### src/rtl/bitcell_array_ctrl.sv
// bitcell_array_ctrl
//   Sequencing controller for a ROWS x WORD_W array of level-sensitive
//   bitcell latches. It turns single-word read/write requests into a
//   glitch-safe sequence in which cell_rw/cell_data settle before the row
//   select rises and stay put until after it falls. On reads it captures
//   the OR-combined column bus.
//
// Ports
//   clk        rising-edge clock
//   rst_n      synchronous active-low reset
//   req_valid  request present
//   req_ready  controller idle and able to accept a request
//   req_we     1 = write, 0 = read
//   req_addr   row address
//   req_wdata  write data
//   rsp_valid  one-cycle completion pulse
//   rsp_err    address was out of range (valid with rsp_valid)
//   rsp_rdata  read data (valid with rsp_valid, held between responses)
//   cell_sel   one-hot row select, all-zero when not strobing
//   cell_rw    shared read/write control for all rows
//   cell_data  shared write-data bus for all rows
//   cell_out   OR of all row outputs
module bitcell_array_ctrl #(
  parameter int ROWS     = 16,
  parameter int ADDR_W   = 4,
  parameter int WORD_W   = 8,
  parameter int WR_PULSE = 2,
  parameter int RD_WAIT  = 1
) (
  input  logic              clk,
  input  logic              rst_n,
  input  logic              req_valid,
  output logic              req_ready,
  input  logic              req_we,
  input  logic [ADDR_W-1:0] req_addr,
  input  logic [WORD_W-1:0] req_wdata,
  output logic              rsp_valid,
  output logic              rsp_err,
  output logic [WORD_W-1:0] rsp_rdata,
  output logic [ROWS-1:0]   cell_sel,
  output logic              cell_rw,
  output logic [WORD_W-1:0] cell_data,
  input  logic [WORD_W-1:0] cell_out
);

  localparam int MAXP  = (WR_PULSE > RD_WAIT) ? WR_PULSE : RD_WAIT;
  localparam int CNT_W = (MAXP > 1) ? $clog2(MAXP) : 1;

  typedef enum logic [2:0] {IDLE, SETUP, STROBE, HOLD, RESP} state_t;

  state_t              r_state;
  state_t              w_next;
  logic                r_ready;
  logic                r_we;
  logic [ADDR_W-1:0]   r_addr;
  logic [WORD_W-1:0]   r_wdata;
  logic [CNT_W-1:0]    r_cnt;
  logic                r_err;
  logic [WORD_W-1:0]   r_rdata;

  logic                w_accept;
  logic                w_addr_err;
  logic                w_last;
  logic [ROWS-1:0]     w_onehot;

  assign w_accept   = req_valid & r_ready;
  assign w_addr_err = (int'(req_addr) >= ROWS);
  assign w_last     = (r_cnt == '0);
  assign w_onehot   = ROWS'(1) << r_addr;

  // State register. req_ready is registered so it stays low throughout
  // reset and rises on the first cycle after release.
  always_ff @(posedge clk) begin
    if (!rst_n) begin
      r_state <= IDLE;
      r_ready <= 1'b0;
    end else begin
      r_state <= w_next;
      r_ready <= (w_next == IDLE);
    end
  end

  // Next-state logic. Out-of-range addresses skip the array entirely.
  always_comb begin
    w_next = r_state;
    unique case (r_state)
      IDLE:    if (w_accept) w_next = w_addr_err ? RESP : SETUP;
      SETUP:   w_next = STROBE;
      STROBE:  if (w_last) w_next = r_we ? HOLD : RESP;
      HOLD:    w_next = RESP;
      RESP:    w_next = IDLE;
      default: w_next = IDLE;
    endcase
  end

  // Output logic. rw/data are driven identically in SETUP, STROBE and HOLD
  // so they can only change while the select is low.
  always_comb begin
    cell_sel  = '0;
    cell_rw   = 1'b0;
    cell_data = '0;
    rsp_valid = 1'b0;
    unique case (r_state)
      SETUP, HOLD: begin
        cell_rw   = r_we;
        cell_data = r_we ? r_wdata : '0;
      end
      STROBE: begin
        cell_rw   = r_we;
        cell_data = r_we ? r_wdata : '0;
        cell_sel  = w_onehot;
      end
      RESP:    rsp_valid = 1'b1;
      default: ;
    endcase
  end

  assign req_ready = r_ready;
  assign rsp_err   = (r_state == RESP) & r_err;
  assign rsp_rdata = r_rdata;

  // Request capture: inputs are frozen at acceptance.
  always_ff @(posedge clk) begin
    if (w_accept) begin
      r_we    <= req_we;
      r_addr  <= req_addr;
      r_wdata <= req_wdata;
    end
  end

  // Strobe-length down-counter, loaded at acceptance with (length - 1).
  always_ff @(posedge clk) begin
    if (!rst_n) begin
      r_cnt <= '0;
      r_err <= 1'b0;
    end else if (w_accept) begin
      r_cnt <= req_we ? CNT_W'(WR_PULSE - 1) : CNT_W'(RD_WAIT - 1);
      r_err <= w_addr_err;
    end else if (r_state == STROBE && !w_last) begin
      r_cnt <= r_cnt - CNT_W'(1);
    end
  end

  // Read data is sampled at the end of the last strobe cycle; writes and
  // errored requests report zero as they enter RESP.
  always_ff @(posedge clk) begin
    if (!rst_n) begin
      r_rdata <= '0;
    end else if (r_state == STROBE && w_last && !r_we) begin
      r_rdata <= cell_out;
    end else if (w_next == RESP && r_state != STROBE) begin
      r_rdata <= '0;
    end
  end

endmodule

### config.mk
export PLATFORM = sky130hd
export DESIGN_NAME = bitcell_array_ctrl
export DESIGN_NICKNAME = d
export VERILOG_FILES = /design/src/rtl/bitcell_array_ctrl.sv
export SDC_FILE = /design/constraint.sdc
export NUM_CORES = 1
export LEC_CHECK = 0
export CAP_MARGIN = 10
export CORE_MARGIN = 10
export CORE_UTILIZATION = 37
export DETAILED_ROUTE_END_ITERATION = 10
export GPL_ROUTABILITY_DRIVEN = 0
export HOLD_SLACK_MARGIN = 0.03
export PLACE_DENSITY = 0.76
export SYNTH_ARGS = -nofsm -noshare
export SYNTH_HDL_FRONTEND = slang
export SYNTH_SLANG_ARGS = --single-unit
### constraint.sdc
create_clock -name clk -period 1.44 [get_ports clk]
set_input_delay 0.144 -clock clk [delete_from_list [all_inputs] [get_ports clk]]
set_output_delay 0.144 -clock clk [all_outputs]
set_load 0.005 [all_outputs]
Word level (Yosys, flattened, before mapping)
Cells that the tools add are included. W data, S select, Z words.

Add/subtract/negate cells: 1. Equality and inequality tests: 6. Multiplexer cells: 14. Bitwise logic cells: 2. Shift operators: 1. Reduce and logical (&&, ||, !) cells: 10.

Operators with widths (number): $mux W8 (4); $mux W16 (1); $shl A1 B4 Y16 const A (1); $pmux W3 S4 (1); $mux W3 (3); $eq A3 B2 Y1 const B (2); $eq A3 B3 Y1 const B (2); $logic_not A3 Y1 (2); $mux W1 (5); $logic_and A1 B1 Y1 (4); $reduce_bool A2 Y1 (2); $eq A3 B1 Y1 const B (1); $ne A3 B2 Y1 const B (1); $reduce_or A3 Y1 (1); $and A1 B1 Y1 (1); $logic_not A1 Y1 (1); $not A1 Y1 (1); $sub A1 B1 Y1 const B (1).

Output and inout bits: 36. Register bits: 26. Bits of input ports: 24. Logic and storage cells: 41.

Depth between registers and ports, before layout
Gate-level depths: netlist of run 1.

Word-level depth: 7. Gate-level depth with buffers: 5. Mapped depth without buffers: 3.

Worst setup path after synthesis of run 1
OpenSTA, ideal clock, no wires.

Path kind: reg-to-output. Start point: register r_state[1]. End point: output port cell_sel[0]. Required time: 1296 ps. Stages on the path, launching flop included: 5. Arrival time: 1245 ps. Buffers on the path: 1. Slack: 51 ps. Cells stage by stage: dfxtp_1 > buf_4 > or3b_1 > or3_4 > nor3_2.

Longest elaborated chain between the ends: 2.

RTL lines: start: declaration (line 51) `state_t r_state;`; start signal: assignment (line 78) `r_state <= w_next;`; $eq A3 B2 Y1 (line 103) `unique case (r_state)`; $mux W16 (line 103); end: declaration (line 40) `output logic [ROWS-1:0] cell_sel,`.

Every way passes these cells.

Final worst setup path of run 1
Same ends and word-level chain as after synthesis.

==> flow_summary_export.csv, run 1 <==
group,metric,value,unit
worst_hold_path,hold_end,"r_wdata[2]$_DFFE_PP_",
synthesis,ys_seq_elements,26,
cts,clk_pin_slew,0.14,ns
layout,antenna-diode-count,0,
layout,final_layout_size_suffix_gt1_share,44.8,%
synthesis,ys_top_cells_by_area,"edfxtp_1 (37%), dfxtp_1 (24%), a22o_1 (6.6%)",
cts,clk_latency,0.32,ns
floorplan,rows,19,
worst_setup_path,reg2reg_depth,6,
routing,dr_total_vias,1038,
routing,first_pass_iters,4,
global_route,grt_use_total,12.9,%
place,dp_hpwl,2550,µm
synthesis,ys.flop_type,"edfxtp_1",
pwr,ir_drop,580,µV
sta,fin_skew,0.00353,ns
synthesis,synth-edff-count,13,
routing,drt_wl_total,3570,µm
floorplan,die_height,73.7,µm
global_route,grt_pass1_vias,1144,
floorplan,core_area,2760,µm²
synthesis,ys_warn_count,0,
cts,cts.sinks,26,
cts,root_buffer,"clkbuf_4",
synthesis,yosysTopAreaCellShare,36.6,%
sta,period_needed,1.89,ns
synthesis,yosys-top-cells-count,"nor2_1 (16), dfxtp_1 (13), edfxtp_1 (13), a22o_1 (8), and2_1 (8)",
place,port_buffers,58,
pwr,p_total,1580,µW
global_route,met1_usage,13.1,%
worst_setup_path,start_kind,"register",
sta,setup_viol,25,
worst_setup_path,reg2reg_from,"r_state[0]$_SDFF_PN0_",
synthesis,ys_types,24,
pwr,cellLeakagePower,0.000826,µW
floorplan,die_area,5430,µm²
synthesis,synthCells,96,
worst_setup_path,critPathCaptureType,"output pin",
worst_setup_path,r2r_slack,0.03,ns
global_route,top_usage_layer,"met2",
sta,rsz0062_at_grt,"yes",
worst_hold_path,min_from,"req_wdata[2]",
global_route,grt_pass1_wl,5530,µm
routing,drc,0,
cts,cts.htree.levels,1,
worst_setup_path,crit_fanout,4,
cts,holdBufCountCts,0,
worst_hold_path,worstHoldPathCells,1,
floorplan,start_util,38.7,%
routing,avgViaCountPerCell,4.85,
floorplan,ios,60,
sta,holdWs,0.367,ns
cts,cts_made_buffers,3,
sta,drv_slew,0,
worst_setup_path,arrival,1.75,ns
synthesis,synth.largest_area_cell,"edfxtp_1",
layout,nNetsFinal,208,
worst_setup_path,worstSetupPathType,"reg2out",
outcome,violations,"negative setup slack",
cts,cts.path.max_buffers,2,
routing,wl_per_cell,16.7,µm
synthesis,syn_area,1070,µm²
worst_setup_path,crit_required,1.30,ns
outcome,status,"complete, but fails checks",
synthesis,synth_nets,120,
synthesis,synthArstFlopShare,0,%
global_route,grt_max_degree,16,
layout,syn_to_final_growth,82.3,%
synthesis,synth_seq_area_share,61.0,%
routing,drtIter0Drc,34,
job,max_cap_violations,0,
worst_setup_path,r2r-end,"rsp_rdata[4]$_SDFFE_PN0P_",
sta,final_hold_viol_count,0,
sta,post-route-period-util,131,%
global_route,grt_antenna_before_repair,0,
synthesis,yosysMostFrequentCell,"nor2_1",
global_route,met2_usage,21.4,%
layout,nFillCells,199,
worst_setup_path,worst_path_max_delay_cell,"or3_4",
synthesis,avgSynthCellArea,11.1,µm²
worst_hold_path,hold_class,"in2reg",
cts,tritoncts,"done",
pwr,power_density,814,nW/µm²
sta,fmax,529,MHz
worst_setup_path,path_cells,"or3b_4 > or3_4 > nor3_4 > buf_2",
global_route,grt_remaining_overflow,0,
sta,timing.final.ws_setup,-0.449,ns
floorplan,die_w,73.7,µm
place,pre_cts_slack,-0.443,ns
global_route,grt_util_met3,6.86,%
routing,final_antenna_net_count,0,
worst_setup_path,cp_slowest_stage_delay,0.44,ns
placed cells by master, fill, tap and decap left out, types with 2 or more instances in the layout:
cell             Yosys  layout
nor2_1              16       9
buf_6                0       4
a22o_1               8       8
clkdlybuf4s50_1      0      32
nand2b_1             3       3
edfxtp_1            13      13
buf_2                0      23
nor3_2               1       3
and2_1               8       6
clkdlybuf4s15_2      0       2
nand3_1              3       2
clkbuf_4             0       3
dfxtp_2              0       3
and2_4               0       2
nand2_1              4       4
nand3b_1             3       3
buf_4                3      24
a21oi_1              3       3
nor2_2               0       6
dfxtp_1             13      10
inv_1                3       3
per-layer routing:
metal / wire length [µm] / up-vias
met2: 1730 / 51
li1: - / 510
met1: 1310 / 471
met5: 0 / -
met4: 57 / 0
met3: 474 / 6
area by class of cell:
class | instances | area [µm²] | area share, %
sequential | 26 | 654 | 33.7
timing repair buffer | 86 | 703 | 36.2
inverter | 3 | 11.3 | 0.580
multi-input combinational | 64 | 483 | 24.9
clock inverter | 1 | 30.0 | 1.55
clock buffer | 3 | 22.5 | 1.16
tap | 31 | 38.8 | 2.00
critical path, delay by kind of cell, from the launching register on:
family / cells / cell delay (ns)
AND/OR/NAND/NOR: 3 / 0.94
flip-flops: 1 / 0.36
buffers and inverters: 1 / 0.13
what timing repair did:
action | CTS | global route
cloned | 1 | 0
setup buffers | 12 | 2
pin swaps | 11 | 12
resized for setup | 123 | 10
endpoints found under the setup margin | 34 | 35
registers in the layout, indices dropped and copies added (netlist names):
register / count
r_addr: 4
r_cnt: 1
r_state: 3
r_wdata: 8
r_we: 1
req_ready: 1
rsp_rdata: 8
worst max path at each step:
stage | end | cells after the start | start
floorplan | cell_sel[0] | 4 | r_state[1]$_SDFF_PN0_
global placement | cell_sel[9] | 6 | r_state[2]$_SDFF_PN0_
detailed placement | cell_sel[0] | 4 | r_state[1]$_SDFF_PN0_
CTS | cell_sel[4] | 4 | r_state[2]$_SDFF_PN0_
global route | cell_sel[8] | 7 | r_state[0]$_SDFF_PN0_
finish | cell_sel[0] | 4 | r_state[1]$_SDFF_PN0_
where the power goes:
part	total, µW	internal (µW)	leakage [µW]	switching [µW]
registers	828	811	0.000227	16.2
logic	258	157	0.000571	100
clock network	496	281	0.0000279	215
kinds of logic (layout without fill, tap and decap cells):
kind of cell    Yosys count  after routing  share of synthesized area [%]
compound gates           14             14                           9.74
buf+inv                   6             93                           3.17
flops                    26             26                           61.0
other cells               1              1                          0.352
simple gates             49             49                           25.7
through the flow:
stage / util [%] / setup TNS [ns] / instances / instance area, µm²
after floorplan: - / 0 / 96 / 1070
after global placement: 64.3 / -8.30 / 195 / 1770
after detailed placement: 64.3 / -9.64 / 195 / 1770
after CTS: 69.7 / -8.43 / 212 / 1920
after global routing: 70.5 / -11.44 / 214 / 1940
final: 70.5 / -8.81 / 214 / 1940
Note: power is estimated with default switching activity, not from simulation.
==> run 2, diff against run 1 <==
CAP_MARGIN = 15   (was 10)
GPL_ROUTABILITY_DRIVEN = not set   (was 0)
==> results of run 2 <==
Final layout, timing and power as in run 1 (identical DEF).
